===== src/rtl/ls_ordered_return_buffer_if.sv =====
// Bus bundle for the load-return buffer: LSQ issue, raw sub-unit returns,
// CSR read result and the writeback handshake. The slave side is the buffer.
interface ls_ordered_return_buffer_if #(
    parameter int NUM_SUB_UNITS = 3,
    parameter int SUB_UNIT_W    = (NUM_SUB_UNITS > 1) ? $clog2(NUM_SUB_UNITS) : 1,
    parameter int ID_W          = 3
);
    // Issue side (LSQ)
    logic                          issue_valid;
    logic                          issue_ready;
    logic [SUB_UNIT_W-1:0]         issue_subunit;
    logic [2:0]                    issue_fn3;
    logic [1:0]                    issue_byte_addr;
    logic [ID_W-1:0]               issue_id;

    // Raw data returning from the sub-units, one strobe and word per unit
    logic [NUM_SUB_UNITS-1:0]      unit_data_valid;
    logic [32*NUM_SUB_UNITS-1:0]   unit_data;

    // CSR read result sharing the writeback port
    logic                          csr_done;
    logic [31:0]                   csr_rd;
    logic [ID_W-1:0]               csr_id;

    // Writeback
    logic                          wb_done;
    logic [31:0]                   wb_rd;
    logic [ID_W-1:0]               wb_id;
    logic                          wb_ack;

    // Environment view: LSQ, sub-units, CSR file and writeback stage
    modport master (
        output issue_valid, issue_subunit, issue_fn3, issue_byte_addr, issue_id,
        input  issue_ready,
        output unit_data_valid, unit_data,
        output csr_done, csr_rd, csr_id,
        input  wb_done, wb_rd, wb_id,
        output wb_ack
    );

    // Buffer view
    modport slave (
        input  issue_valid, issue_subunit, issue_fn3, issue_byte_addr, issue_id,
        output issue_ready,
        input  unit_data_valid, unit_data,
        input  csr_done, csr_rd, csr_id,
        output wb_done, wb_rd, wb_id,
        input  wb_ack
    );
endinterface


===== src/rtl/ls_ordered_return_buffer.sv =====
// Load-return stage of the load/store unit. Loads may target different
// sub-units back-to-back; each sub-unit's returns land in a small FIFO and a
// program-order queue decides which word retires next. The retiring word is
// byte-aligned, sign/zero-extended and held in a single output register until
// writeback acknowledges it. The head load's data can bypass its FIFO so a
// return in cycle t is visible on writeback in cycle t+1.
module ls_ordered_return_buffer #(
    parameter int NUM_SUB_UNITS = 3,
    parameter int SUB_UNIT_W    = (NUM_SUB_UNITS > 1) ? $clog2(NUM_SUB_UNITS) : 1,
    parameter int MAX_INFLIGHT  = 4,
    parameter int RETURN_DEPTH  = 2,
    parameter int ID_W          = 3
) (
    input  logic                     clk,
    input  logic                     rst,
    ls_ordered_return_buffer_if.slave bus,
    output logic                     idle,
    output logic                     spurious_err
);

    localparam int QW = $clog2(MAX_INFLIGHT);
    localparam int CW = $clog2(RETURN_DEPTH + 1);
    localparam int FW = (RETURN_DEPTH > 1) ? $clog2(RETURN_DEPTH) : 1;

    localparam logic [QW:0]   Q_DEPTH   = (QW+1)'(MAX_INFLIGHT);
    localparam logic [CW-1:0] CNT_MAX   = CW'(RETURN_DEPTH);
    localparam logic [FW-1:0] FIFO_LAST = FW'(RETURN_DEPTH - 1);

    localparam logic [2:0] FN3_LB  = 3'b000;
    localparam logic [2:0] FN3_LH  = 3'b001;
    localparam logic [2:0] FN3_LW  = 3'b010;
    localparam logic [2:0] FN3_LBU = 3'b100;
    localparam logic [2:0] FN3_LHU = 3'b101;

    typedef struct packed {
        logic [2:0]            fn3;
        logic [1:0]            byte_addr;
        logic [ID_W-1:0]       id;
        logic [SUB_UNIT_W-1:0] subunit;
    } ord_entry_t;

    typedef enum logic {S_EMPTY = 1'b0, S_FULL = 1'b1} out_state_t;

    // Align the addressed halfword/byte to the bottom, then extend per fn3.
    // Unknown fn3 codes retire the aligned word untouched.
    function automatic logic [31:0] align_extend(input logic [31:0] w,
                                                 input logic [1:0]  ba,
                                                 input logic [2:0]  fn3);
        logic [31:0] a;
        a       = w;
        a[15:0] = ba[1] ? w[31:16] : w[15:0];
        a[7:0]  = ba[0] ? a[15:8]  : a[7:0];
        case (fn3)
            FN3_LB:  return {{24{a[7]}}, a[7:0]};
            FN3_LH:  return {{16{a[15]}}, a[15:0]};
            FN3_LW:  return a;
            FN3_LBU: return {24'd0, a[7:0]};
            FN3_LHU: return {16'd0, a[15:0]};
            default: return a;
        endcase
    endfunction

    // ------------------------------------------------------------------
    // Program-order queue (one extra pointer bit distinguishes full/empty)
    // ------------------------------------------------------------------
    ord_entry_t q_mem [MAX_INFLIGHT];
    logic [QW:0] q_rd, q_wr, q_count;
    logic        q_empty, q_full;
    ord_entry_t  head, new_entry;

    assign q_count = q_wr - q_rd;
    assign q_empty = (q_count == '0);
    assign q_full  = (q_count == Q_DEPTH);
    assign head    = q_mem[q_rd[QW-1:0]];

    assign new_entry.fn3       = bus.issue_fn3;
    assign new_entry.byte_addr = bus.issue_byte_addr;
    assign new_entry.id        = bus.issue_id;
    assign new_entry.subunit   = bus.issue_subunit;

    // ------------------------------------------------------------------
    // Per-unit views exported by the FIFO generate blocks
    // ------------------------------------------------------------------
    logic [NUM_SUB_UNITS-1:0][31:0]   fifo_head;
    logic [NUM_SUB_UNITS-1:0][CW-1:0] occ;      // words buffered in FIFO u
    logic [NUM_SUB_UNITS-1:0][CW-1:0] cnt;      // loads owed to the output by unit u
    logic [NUM_SUB_UNITS-1:0]         is_head, inc, pop, bypass, push, spur;

    logic        head_avail;
    logic [31:0] head_word;
    logic        sel_cnt_ok;
    logic        issue_ready_c, issue_fire;
    logic        load, csr_take, csr_lost;
    logic        any_buf;

    out_state_t  state;
    logic [31:0] wb_rd_q;
    logic [ID_W-1:0] wb_id_q;
    logic        spur_q;

    // Pick the head load's data: a buffered word first, else the same-cycle return
    always_comb begin
        is_head    = '0;
        head_avail = 1'b0;
        head_word  = '0;
        for (int u = 0; u < NUM_SUB_UNITS; u++) begin
            is_head[u] = !q_empty && (head.subunit == SUB_UNIT_W'(u));
            if (is_head[u]) begin
                if (occ[u] != '0) begin
                    head_avail = 1'b1;
                    head_word  = fifo_head[u];
                end else if (bus.unit_data_valid[u]) begin
                    head_avail = 1'b1;
                    head_word  = bus.unit_data[32*u +: 32];
                end
            end
        end
    end

    // Per-unit credit check for the requested sub-unit; out-of-range indices never issue
    always_comb begin
        sel_cnt_ok = 1'b0;
        for (int u = 0; u < NUM_SUB_UNITS; u++) begin
            if (bus.issue_subunit == SUB_UNIT_W'(u))
                sel_cnt_ok = (cnt[u] < CNT_MAX);
        end
    end

    // Readiness uses registered counts only, so a retire never frees a slot
    // for an issue in the same cycle.
    assign issue_ready_c   = !q_full && sel_cnt_ok;
    assign bus.issue_ready = issue_ready_c;
    assign issue_fire      = bus.issue_valid && issue_ready_c;

    // The output register takes a new load when it is free or being drained
    assign load     = head_avail && ((state == S_EMPTY) || bus.wb_ack);
    assign csr_take = bus.csr_done && !load && ((state == S_EMPTY) || bus.wb_ack);
    assign csr_lost = bus.csr_done && !csr_take;

    // Per-unit push/pop decisions. A return is spurious when every load owed by
    // the unit already has its word buffered; a same-cycle retire does not help.
    always_comb begin
        inc    = '0;
        pop    = '0;
        bypass = '0;
        spur   = '0;
        push   = '0;
        for (int u = 0; u < NUM_SUB_UNITS; u++) begin
            inc[u]    = issue_fire && (bus.issue_subunit == SUB_UNIT_W'(u));
            pop[u]    = load && is_head[u];
            bypass[u] = pop[u] && (occ[u] == '0);
            spur[u]   = bus.unit_data_valid[u] && (cnt[u] == occ[u]);
            push[u]   = bus.unit_data_valid[u] && !spur[u] && !bypass[u];
        end
    end

    // ------------------------------------------------------------------
    // Per-unit return FIFOs and outstanding-load counters
    // ------------------------------------------------------------------
    for (genvar g = 0; g < NUM_SUB_UNITS; g++) begin : g_unit
        logic [31:0]   mem [RETURN_DEPTH];
        logic [FW-1:0] rd_ptr, wr_ptr;
        logic [CW-1:0] fill, credit;
        logic          fifo_pop;

        assign fifo_pop     = pop[g] && !bypass[g];
        assign fifo_head[g] = mem[rd_ptr];
        assign occ[g]       = fill;
        assign cnt[g]       = credit;

        // Word storage; contents are qualified by fill so no reset is needed
        always_ff @(posedge clk) begin
            if (push[g])
                mem[wr_ptr] <= bus.unit_data[32*g +: 32];
        end

        // Circular pointers and occupancy
        always_ff @(posedge clk or negedge rst) begin
            if (!rst) begin
                rd_ptr <= '0;
                wr_ptr <= '0;
                fill   <= '0;
            end else begin
                if (push[g])
                    wr_ptr <= (wr_ptr == FIFO_LAST) ? '0 : wr_ptr + 1'b1;
                if (fifo_pop)
                    rd_ptr <= (rd_ptr == FIFO_LAST) ? '0 : rd_ptr + 1'b1;
                fill <= fill + CW'(push[g]) - CW'(fifo_pop);
            end
        end

        // Loads issued to this unit that have not yet reached the output register
        always_ff @(posedge clk or negedge rst) begin
            if (!rst)
                credit <= '0;
            else
                credit <= credit + CW'(inc[g]) - CW'(pop[g]);
        end
    end

    // Order-queue entry storage, qualified by the pointers
    always_ff @(posedge clk) begin
        if (issue_fire)
            q_mem[q_wr[QW-1:0]] <= new_entry;
    end

    // Order-queue pointers: push on issue, pop when the head retires
    always_ff @(posedge clk or negedge rst) begin
        if (!rst) begin
            q_rd <= '0;
            q_wr <= '0;
        end else begin
            if (issue_fire)
                q_wr <= q_wr + 1'b1;
            if (load)
                q_rd <= q_rd + 1'b1;
        end
    end

    // Output register FSM plus the sticky protocol-error flag
    always_ff @(posedge clk or negedge rst) begin
        if (!rst) begin
            state   <= S_EMPTY;
            wb_rd_q <= '0;
            wb_id_q <= '0;
            spur_q  <= 1'b0;
        end else begin
            if (load) begin
                state   <= S_FULL;
                wb_rd_q <= align_extend(head_word, head.byte_addr, head.fn3);
                wb_id_q <= head.id;
            end else if (csr_take) begin
                state   <= S_FULL;
                wb_rd_q <= bus.csr_rd;
                wb_id_q <= bus.csr_id;
            end else if (bus.wb_ack) begin
                state   <= S_EMPTY;
            end
            if ((|spur) || csr_lost)
                spur_q <= 1'b1;
        end
    end

    assign bus.wb_done  = (state == S_FULL);
    assign bus.wb_rd    = wb_rd_q;
    assign bus.wb_id    = wb_id_q;
    assign spurious_err = spur_q;

    // Any word still parked in a return FIFO keeps the block busy
    always_comb begin
        any_buf = 1'b0;
        for (int u = 0; u < NUM_SUB_UNITS; u++) begin
            if (occ[u] != '0)
                any_buf = 1'b1;
        end
    end

    assign idle = q_empty && !any_buf && (state == S_EMPTY);

endmodule


===== src/flat_wrapper.sv =====
// flat-port wrapper written by rule: the top's interface ports become plain ports
module ls_ordered_return_buffer_flat 
#(
    parameter int NUM_SUB_UNITS = 3,
    parameter int SUB_UNIT_W    = (NUM_SUB_UNITS > 1) ? $clog2(NUM_SUB_UNITS) : 1,
    parameter int MAX_INFLIGHT  = 4,
    parameter int RETURN_DEPTH  = 2,
    parameter int ID_W          = 3
)
  (clk, rst, idle, spurious_err, bus_issue_valid, bus_issue_subunit, bus_issue_fn3, bus_issue_byte_addr, bus_issue_id, bus_issue_ready, bus_unit_data_valid, bus_unit_data, bus_csr_done, bus_csr_rd, bus_csr_id, bus_wb_done, bus_wb_rd, bus_wb_id, bus_wb_ack);
  ls_ordered_return_buffer_if #(.NUM_SUB_UNITS(NUM_SUB_UNITS), .SUB_UNIT_W(SUB_UNIT_W), .ID_W(ID_W)) bus_i ();
  input  logic clk;
  input  logic rst;
  output logic idle;
  output logic spurious_err;
  input wire logic [$bits(bus_i.issue_valid)-1:0] bus_issue_valid;
  input wire logic [$bits(bus_i.issue_subunit)-1:0] bus_issue_subunit;
  input wire logic [$bits(bus_i.issue_fn3)-1:0] bus_issue_fn3;
  input wire logic [$bits(bus_i.issue_byte_addr)-1:0] bus_issue_byte_addr;
  input wire logic [$bits(bus_i.issue_id)-1:0] bus_issue_id;
  output wire logic [$bits(bus_i.issue_ready)-1:0] bus_issue_ready;
  input wire logic [$bits(bus_i.unit_data_valid)-1:0] bus_unit_data_valid;
  input wire logic [$bits(bus_i.unit_data)-1:0] bus_unit_data;
  input wire logic [$bits(bus_i.csr_done)-1:0] bus_csr_done;
  input wire logic [$bits(bus_i.csr_rd)-1:0] bus_csr_rd;
  input wire logic [$bits(bus_i.csr_id)-1:0] bus_csr_id;
  output wire logic [$bits(bus_i.wb_done)-1:0] bus_wb_done;
  output wire logic [$bits(bus_i.wb_rd)-1:0] bus_wb_rd;
  output wire logic [$bits(bus_i.wb_id)-1:0] bus_wb_id;
  input wire logic [$bits(bus_i.wb_ack)-1:0] bus_wb_ack;
  assign bus_i.issue_valid = bus_issue_valid;
  assign bus_i.issue_subunit = bus_issue_subunit;
  assign bus_i.issue_fn3 = bus_issue_fn3;
  assign bus_i.issue_byte_addr = bus_issue_byte_addr;
  assign bus_i.issue_id = bus_issue_id;
  assign bus_issue_ready = bus_i.issue_ready;
  assign bus_i.unit_data_valid = bus_unit_data_valid;
  assign bus_i.unit_data = bus_unit_data;
  assign bus_i.csr_done = bus_csr_done;
  assign bus_i.csr_rd = bus_csr_rd;
  assign bus_i.csr_id = bus_csr_id;
  assign bus_wb_done = bus_i.wb_done;
  assign bus_wb_rd = bus_i.wb_rd;
  assign bus_wb_id = bus_i.wb_id;
  assign bus_i.wb_ack = bus_wb_ack;
  ls_ordered_return_buffer #(.NUM_SUB_UNITS(NUM_SUB_UNITS), .SUB_UNIT_W(SUB_UNIT_W), .MAX_INFLIGHT(MAX_INFLIGHT), .RETURN_DEPTH(RETURN_DEPTH), .ID_W(ID_W)) u_core (.clk(clk), .rst(rst), .bus(bus_i), .idle(idle), .spurious_err(spurious_err));
endmodule

===== config.mk =====
export PLATFORM = sky130hd
export DESIGN_NAME = ls_ordered_return_buffer_flat
export DESIGN_NICKNAME = d
export VERILOG_FILES = /design/src/rtl/ls_ordered_return_buffer_if.sv /design/src/rtl/ls_ordered_return_buffer.sv /design/src/flat_wrapper.sv
export SDC_FILE = /design/constraint.sdc
export NUM_CORES = 1
export LEC_CHECK = 0
export ABC_CLOCK_PERIOD_IN_PS = 10300
export CORE_ASPECT_RATIO = 0.5
export CORE_MARGIN = 3
export CORE_UTILIZATION = 35
export DETAILED_ROUTE_END_ITERATION = 6
export DONT_BUFFER_PORTS = 1
export PLACE_DENSITY = 0.5
export SETUP_SLACK_MARGIN = 0.05
export SYNTH_ARGS = -nofsm -noshare
export SYNTH_HDL_FRONTEND = slang
export SYNTH_SLANG_ARGS = --single-unit
export TNS_END_PERCENT = 50

===== constraint.sdc =====
create_clock -name clk -period 10.3 [get_ports clk]
set_clock_uncertainty 0.15 [all_clocks]
set_input_delay 1.03 -clock clk [delete_from_list [all_inputs] [get_ports clk]]
set_output_delay 1.03 -clock clk [all_outputs]
set_load 0.03 [all_outputs]

==> impl_metrics.yaml, run 1 <==
detailed_routing:
  remaining_drc_errors: 0
  drt_iter0_markers: 798
  dr_total_vias: 8931
  wl_per_cell_um: 23.7
  drt-total-wl_um: 38700
  ant_nets: 0
  routed_via_density: 5.47
  dr.pass1.iters: 5
synth:
  synth-main-ff-cell: "edfxtp_1"
  ys_ff_latch: 293
  synth_cells: 1121
  syn_nets: 1289
  synth_sequential_area_ratio_pct: 61.3
  synth_area_per_cell_sq_um: 12.4
  netlist-cell-type-count: 62
  synth.cell_area_sq_um: 13900
  async_reset_ff_share_pct: 20.8
  yosysWarnings: 0
  synth_edf_count: 232
timing:
  slew_violations: 0
  rsz0062_at_grt: "no"
  slew-limit-headroom_pct: 24.8
  fin_ws_ns: 5.02
  hold_viol_final: 0
  min_period_ns: 5.28
  finalSetupViolations: 0
  period_share_pct: 51.2
  worst_slew_pin_slew_ns: 1.13
  fin_tns_setup_ns: 0
  fmax_ghz: 0.189
cells_and_area:
  area_growth_pct: 10.4
  finalInstanceArea_sq_um: 15300
  nets: 1256
  fillers: 3585
  drive_above_1_share_pct: 12.4
  final_core_util_pct: 40.0
floorplan:
  io_pins: 188
  die_height_um: 147
  coreArea_sq_um: 38200
  die_area_sq_um: 42100
  rows: 50
  floorplan.initialDensity_pct: 36.2
  die_w_um: 287
critical_path:
  rrSetupSlack_ns: 5.18
  critPathMaxFanout: 16
  cp_data_required_time_ns: 9.12
  arrival_ns: 4.10
  cp-end-kind: "output port"
  critical_path_class: "flip-flop to output port"
  critPathLaunchType: "flip-flop"
cts:
  cts_resized: 0
  cts_tree: "yes"
  numCtsBuffers: 29
  cts-root-buf: "clkbuf_16"
  clk_path_buf_depth: 3
  path_clk_slew_ns: 0.07
  clkSinkCount: 293
  cts_htree_levels: 1
  clock_latency_ns: 0.56
status:
  status: "complete, no violations"
placement:
  hpwl_um: 27700
  portBuffers: 0
  pre_cts_ws_ns: 5.16
  dpl-instance-area_sq_um: 14300
  gp_congestion: 0.828
global_routing:
  antenna_found_initial: 1
  grt_util_all_layers_pct: 18.1
  grt_pass1_vias: 8924
  grt_pass1_wl_um: 57800
  grt_max_degree: 62
  grt_remaining_overflow: 0
hold_path:
  hp-class: "input pin to asynchronous set/reset pin"
flow_run:
  max_cap_viol_count: 0
pwr:
  vdd_drop_max_uv: 164
  power_density_nw_per_um2: 378
  p_leak_uw: 0.00536
[state kept, by name, indices dropped and copies added (netlist names)]
| name | flops |
|---|---|
| u_core.q_rd | 3 |
| u_core.bus.wb_id | 3 |
| u_core.bus.wb_rd | 32 |
| u_core.g_unit.rd_ptr | 3 |
| u_core.g_unit.wr_ptr | 3 |
| u_core.spurious_err | 1 |
| u_core.g_unit.credit | 6 |
| u_core.q_mem | 40 |
| u_core.bus.wb_done | 1 |
| u_core.g_unit.fill | 6 |
| u_core.q_wr | 3 |
| u_core.g_unit.mem | 192 |
[critical path, stage by stage (launching register included)]
cell,delay (ns)
dfrtp_1,0.68
clkinv_1,0.36
ha_1,0.28
nor2b_1,0.25
xor2_1,0.47
nand2_1,0.52
nor4_2,0.97
[cells in the mapped netlist (5+ instances only)]
library cell / count / area, sq um
a211oi_1: 16 / 120
nand3b_1: 13 / 97.6
buf_2: 16 / 80.1
o21ai_0: 51 / 255
ha_1: 19 / 238
dfrtp_1: 61 / 1530
mux2_2: 22 / 248
xnor2_1: 24 / 210
edfxtp_1: 232 / 6970
buf_1: 10 / 37.5
or3_1: 20 / 125
clkbuf_1: 47 / 176
nor3_1: 15 / 75.1
xor2_1: 5 / 43.8
o22ai_1: 38 / 238
inv_1: 13 / 48.8
nor4_2: 7 / 87.6
nand3_1: 16 / 80.1
nand2_1: 68 / 255
a31oi_1: 17 / 106
o21ai_1: 13 / 65.1
a21oi_1: 84 / 420
nor2_1: 127 / 477
a311oi_1: 30 / 263
mux2i_1: 87 / 871
mux4_2: 6 / 135
a211o_1: 7 / 61.3
[final cells by class]
class	instances	area, sq um	area share, %
Inverter	14	52.6	0.344
Sequential cell	293	8500	55.6
Antenna cell	1	2.50	0.0164
Timing Repair Buffer	16	140	0.917
Clock buffer	41	821	5.37
Tap cell	520	651	4.26
Clock inverter	13	121	0.794
Multi-Input combinational cell	734	5000	32.7
[path summary, 6_finish.rpt]
path	from	end	depth (start not counted)
setup / recovery	u_core.q_rd[1]	idle	6
min in group clk	u_core.g_unit[0].credit[1]	u_core.g_unit[0].credit[1]	1
setup reg to reg	u_core.q_rd[0]	u_core.g_unit[1].fill[1]	13
hold reg to reg	u_core.g_unit[0].credit[1]	u_core.g_unit[0].credit[1]	1
hold / removal	rst	u_core.bus.wb_rd[20]	1
max in group asynchronous	rst	u_core.g_unit[0].rd_ptr	1
[cells in the final DEF (no fill, tap or decap), types with 16 or more instances in the layout]
cell type	netlist	routed
edfxtp_1	232	232
nor2_1	127	118
mux2i_1	87	86
a21oi_1	84	84
nand2_1	68	68
dfrtp_1	61	59
o21ai_0	51	50
o22ai_1	38	38
a311oi_1	30	30
clkbuf_16	0	29
xnor2_1	24	24
mux2_2	22	22
or3_1	20	20
ha_1	19	19
a31oi_1	17	17
a211oi_1	16	16
nand3_1	16	16
[per-stage QoR]
stage                     instances  hold WS (ns)  total power, uW
after detailed placement       1576         0.357             4730
after global routing           1631         0.197             6140
after global placement         1576         0.349             4690
after floorplan                1121         0.318             3920
after CTS                      1631         0.184             5810
final                          1632         0.185             5790
[power by group]
group | total (uW) | leakage, uW | internal, uW | switching [uW]
Clock | 1060 | 0.000472 | 606 | 458
Sequential | 2080 | 0.00285 | 1730 | 358
Combinational | 2640 | 0.00204 | 855 | 1780
Total | 5790 | 0.00536 | 3190 | 2600
[routing by layer]
| layer | vias up | part of all wire, % | GRT usage [%] |
|---|---|---|---|
| met2 | 226 | 49 | 30.6 |
| met5 | - | 0 | 0 |
| met1 | 4487 | 42 | 23.2 |
| met3 | 46 | 7.1 | 5.02 |
| li1 | 4172 | - | - |
| met4 | 0 | 1.8 | 3.58 |
[repair_timing]
action,4_1_cts,5_1_grt
buffers inserted,0,0
hold buffers,1,0
endpoints found under the hold margin,61,0
[logic make-up after synthesis]
group / Yosys count / synth area share (%)
xor+xnor: 31 / 2.07
fa+ha+maj: 19 / 1.72
buf+inv: 94 / 3.00
flops: 293 / 61.3
compound gates: 273 / 12.7
mux: 115 / 9.05
simple gates: 296 / 10.2
No activity file was read; power rests on OpenSTA's default activity.
==> run 2, diff against run 1 <==
--- a/config.mk
+++ b/config.mk
@@ -5,7 +5,7 @@
 export SDC_FILE = /design/constraint.sdc
 export NUM_CORES = 1
 export LEC_CHECK = 0
-export ABC_CLOCK_PERIOD_IN_PS = 10300
+export ABC_CLOCK_PERIOD_IN_PS = 5150
 export CORE_ASPECT_RATIO = 0.5
 export CORE_MARGIN = 3
 export CORE_UTILIZATION = 35
==> constraint.sdc (replaced) <==
create_clock -name clk -period 5.15 [get_ports clk]
set_clock_uncertainty 0.15 [all_clocks]
set_input_delay 0.515 -clock clk [delete_from_list [all_inputs] [get_ports clk]]
set_output_delay 0.515 -clock clk [all_outputs]
set_load 0.03 [all_outputs]
==> impl_metrics.yaml, run 2 (same netlist as run 1, synthesis figures left out) <==
status:
  status: "complete, no violations"
critical_path:
  max_stage_delay_ns: 1.00
  critPathLaunchType: "flip-flop"
  arrival_ns: 3.88
  critPathMaxFanout: 16
  critical_path_class: "flip-flop to output port"
  path_cells: "buf_4 -> ha_1 -> nor2b_1 -> xor2_1 -> nand2_1 -> nor4_2"
  crit_buf_inv: 1
  slowest_stage: "nor4_2"
  cp_num_cells: 6
  cp-end-kind: "output port"
  cp_top_family: "simple AND/OR/NAND/NOR gates"
  rr_worst_depth: 14
  cp_data_required_time_ns: 4.49
global_routing:
  grt_max_degree: 62
  grt_remaining_overflow: 0
  grt_pass1_wl_um: 63900
  grt_pass1_vias: 10000
  grt_util_all_layers_pct: 20.0
  antenna_found_initial: 3
detailed_routing:
  routed_via_density: 5.52
  drt_iter0_markers: 819
  remaining_drc_errors: 0
  drt-total-wl_um: 42800
  dr.pass1.iters: 5
  ant_nets: 0
  wl_per_cell_um: 24.3
  dr_total_vias: 9743
timing:
  fmax_ghz: 0.220
  hold_viol_final: 0
  min_period_ns: 4.54
  fin_tns_setup_ns: 0
  finalSetupViolations: 0
  rsz0062_at_grt: "no"
  slew_violations: 0
  slew-limit-headroom_pct: 27.7
  period_share_pct: 88.2
  worst_slew_pin_slew_ns: 1.08
cts:
  clk_path_buf_depth: 3
  numCtsBuffers: 29
  cts_setup_buffers: 0
  clock_latency_ns: 0.58
  clkSinkCount: 293
  cts-root-buf: "clkbuf_16"
  cts_tree: "yes"
  cts_htree_levels: 1
  path_clk_slew_ns: 0.07
pwr:
  vdd_drop_max_uv: 378
  p_int_uw: 6570
  p_leak_uw: 0.00592
  power_density_nw_per_um2: 717
  pwr-share-comb_pct: 45.6
  clkPwrFrac_pct: 18.8
  p_switching_uw: 5360
  swShare_pct: 44.9
  p_seq_share_pct: 35.6
  power.total_uw: 11900
floorplan:
  coreArea_sq_um: 38200
  floorplan.initialDensity_pct: 36.2
  io_pins: 188
  rows: 50
  die_height_um: 147
  die_area_sq_um: 42100
  die_w_um: 287
cells_and_area:
  largest_reg_flops: 192
  stdcell_count: 1764
  layout_commonest_cell: "edfxtp_1"
  final_cell_mix: "232 x edfxtp_1, 120 x dlygate4sd3_1, 118 x nor2_1, 86 x mux2i_1, 84 x a21oi_1"
  area_growth_pct: 20.1
  nets: 1386
  fillers: 3513
  drive_above_1_share_pct: 11.8
  largest-register: "u_core.g_unit.mem"
hold_path:
  hp-class: "input pin to flip-flop"
  hold_depth: 2
flow_run:
  max_cap_viol_count: 0
placement:
  dp.cells: 1586
  gp_congestion: 0.891
  portBuffers: 0
  hpwl_um: 28700
run 2: cell count changes in the layout (fill, tap and decap cells not counted), sizes merged:
cell         before  now
dlygate4sd3       0  120
buf              16   26
clkbuf           41   38
bufinv            2    4
clkinvlp          0    2
diode             1    3
clkinv           10    9
run 2: layout make-up:
cell class                      count  area (sq um)  share of cell area (%)
Antenna cell                        3          7.51                  0.0451
Clock buffer                       38           779                    4.68
Clock inverter                     16           206                    1.24
Inverter                           14          52.6                   0.316
Multi-Input combinational cell    734          5000                    30.1
Sequential cell                   293          8500                    51.1
Tap cell                          520           651                    3.91
Timing Repair Buffer              146          1440                    8.66
run 2: per-layer routing:
| metal | wire length (um) | GRT usage (%) |
|---|---|---|
| met1 | 17400 | 25.5 |
| met2 | 21200 | 33.8 |
| met3 | 2960 | 5.01 |
| met4 | 1240 | 5.84 |
| met5 | 0 | 0 |
run 2: what timing repair did:
item                       in CTS  in global routing
setup endpoints to repair       0                  0
hold endpoints to repair      305                  0
hold buffers                  121                  0
gates resized for setup         0                  0
run 2: final timing paths:
| kind | startpoint | to | slack [ns] |
|---|---|---|---|
| min in group asynchronous | rst | u_core.bus.wb_rd[1] | 0.33 |
| min | bus_unit_data_valid[1] | u_core.g_unit[1].wr_ptr | 0.02 |
| max | u_core.q_rd[0] | idle | 0.61 |
| min reg2reg | u_core.g_unit[2].wr_ptr | u_core.g_unit[2].wr_ptr | 0.37 |
| max in group asynchronous | rst | u_core.g_unit[1].rd_ptr | 4.21 |
| max reg2reg | u_core.q_rd[0] | u_core.g_unit[2].fill[1] | 0.84 |
run 2: worst reg2reg max path, cell delays in order, from the launching register on:
cell	delay (ns)
dfrtp_1	0.50
buf_4	0.33
ha_1	0.19
nor2b_1	0.28
xnor2_2	0.21
o21ai_2	0.33
o31ai_4	0.62
nand2_2	0.12
buf_4	0.25
o311ai_2	0.45
ha_1	0.32
inv_1	0.05
ha_1	0.15
xnor2_1	0.14
xnor2_1	0.15
run 2: per-stage QoR:
stage	utilization (%)	area, sq um	setup slack, ns	hold WS, ns
3_3_place_gp	37.7	14400	1.01	0.0710
6_report	43.5	16600	0.606	0.0229
2_1_floorplan	-	13900	0.871	0.0694
3_5_place_dp	37.7	14400	0.811	0.0712
4_1_cts	43.5	16600	0.562	0.00192
5_1_grt	43.5	16600	0.449	0.0293
run 2: power by group through the flow:
stage | combinational, uW | sequential (uW) | clock [uW]
after global routing | 5920 | 4330 | 2380
after detailed placement | 5270 | 4300 | 0
after global placement | 5220 | 4280 | 0
after CTS | 5400 | 4260 | 2280
final | 5450 | 4250 | 2240
after floorplan | 3820 | 4030 | 0
==> run 3, diff against run 2 <==
--- a/config.mk
+++ b/config.mk
@@ -13,6 +13,7 @@
 export DONT_BUFFER_PORTS = 1
 export PLACE_DENSITY = 0.5
 export SETUP_SLACK_MARGIN = 0.05
+export SLEW_MARGIN = 20
 export SYNTH_ARGS = -nofsm -noshare
 export SYNTH_HDL_FRONTEND = slang
 export SYNTH_SLANG_ARGS = --single-unit
==> results of run 3 <==
Final layout, timing and power as in run 2 (identical DEF).
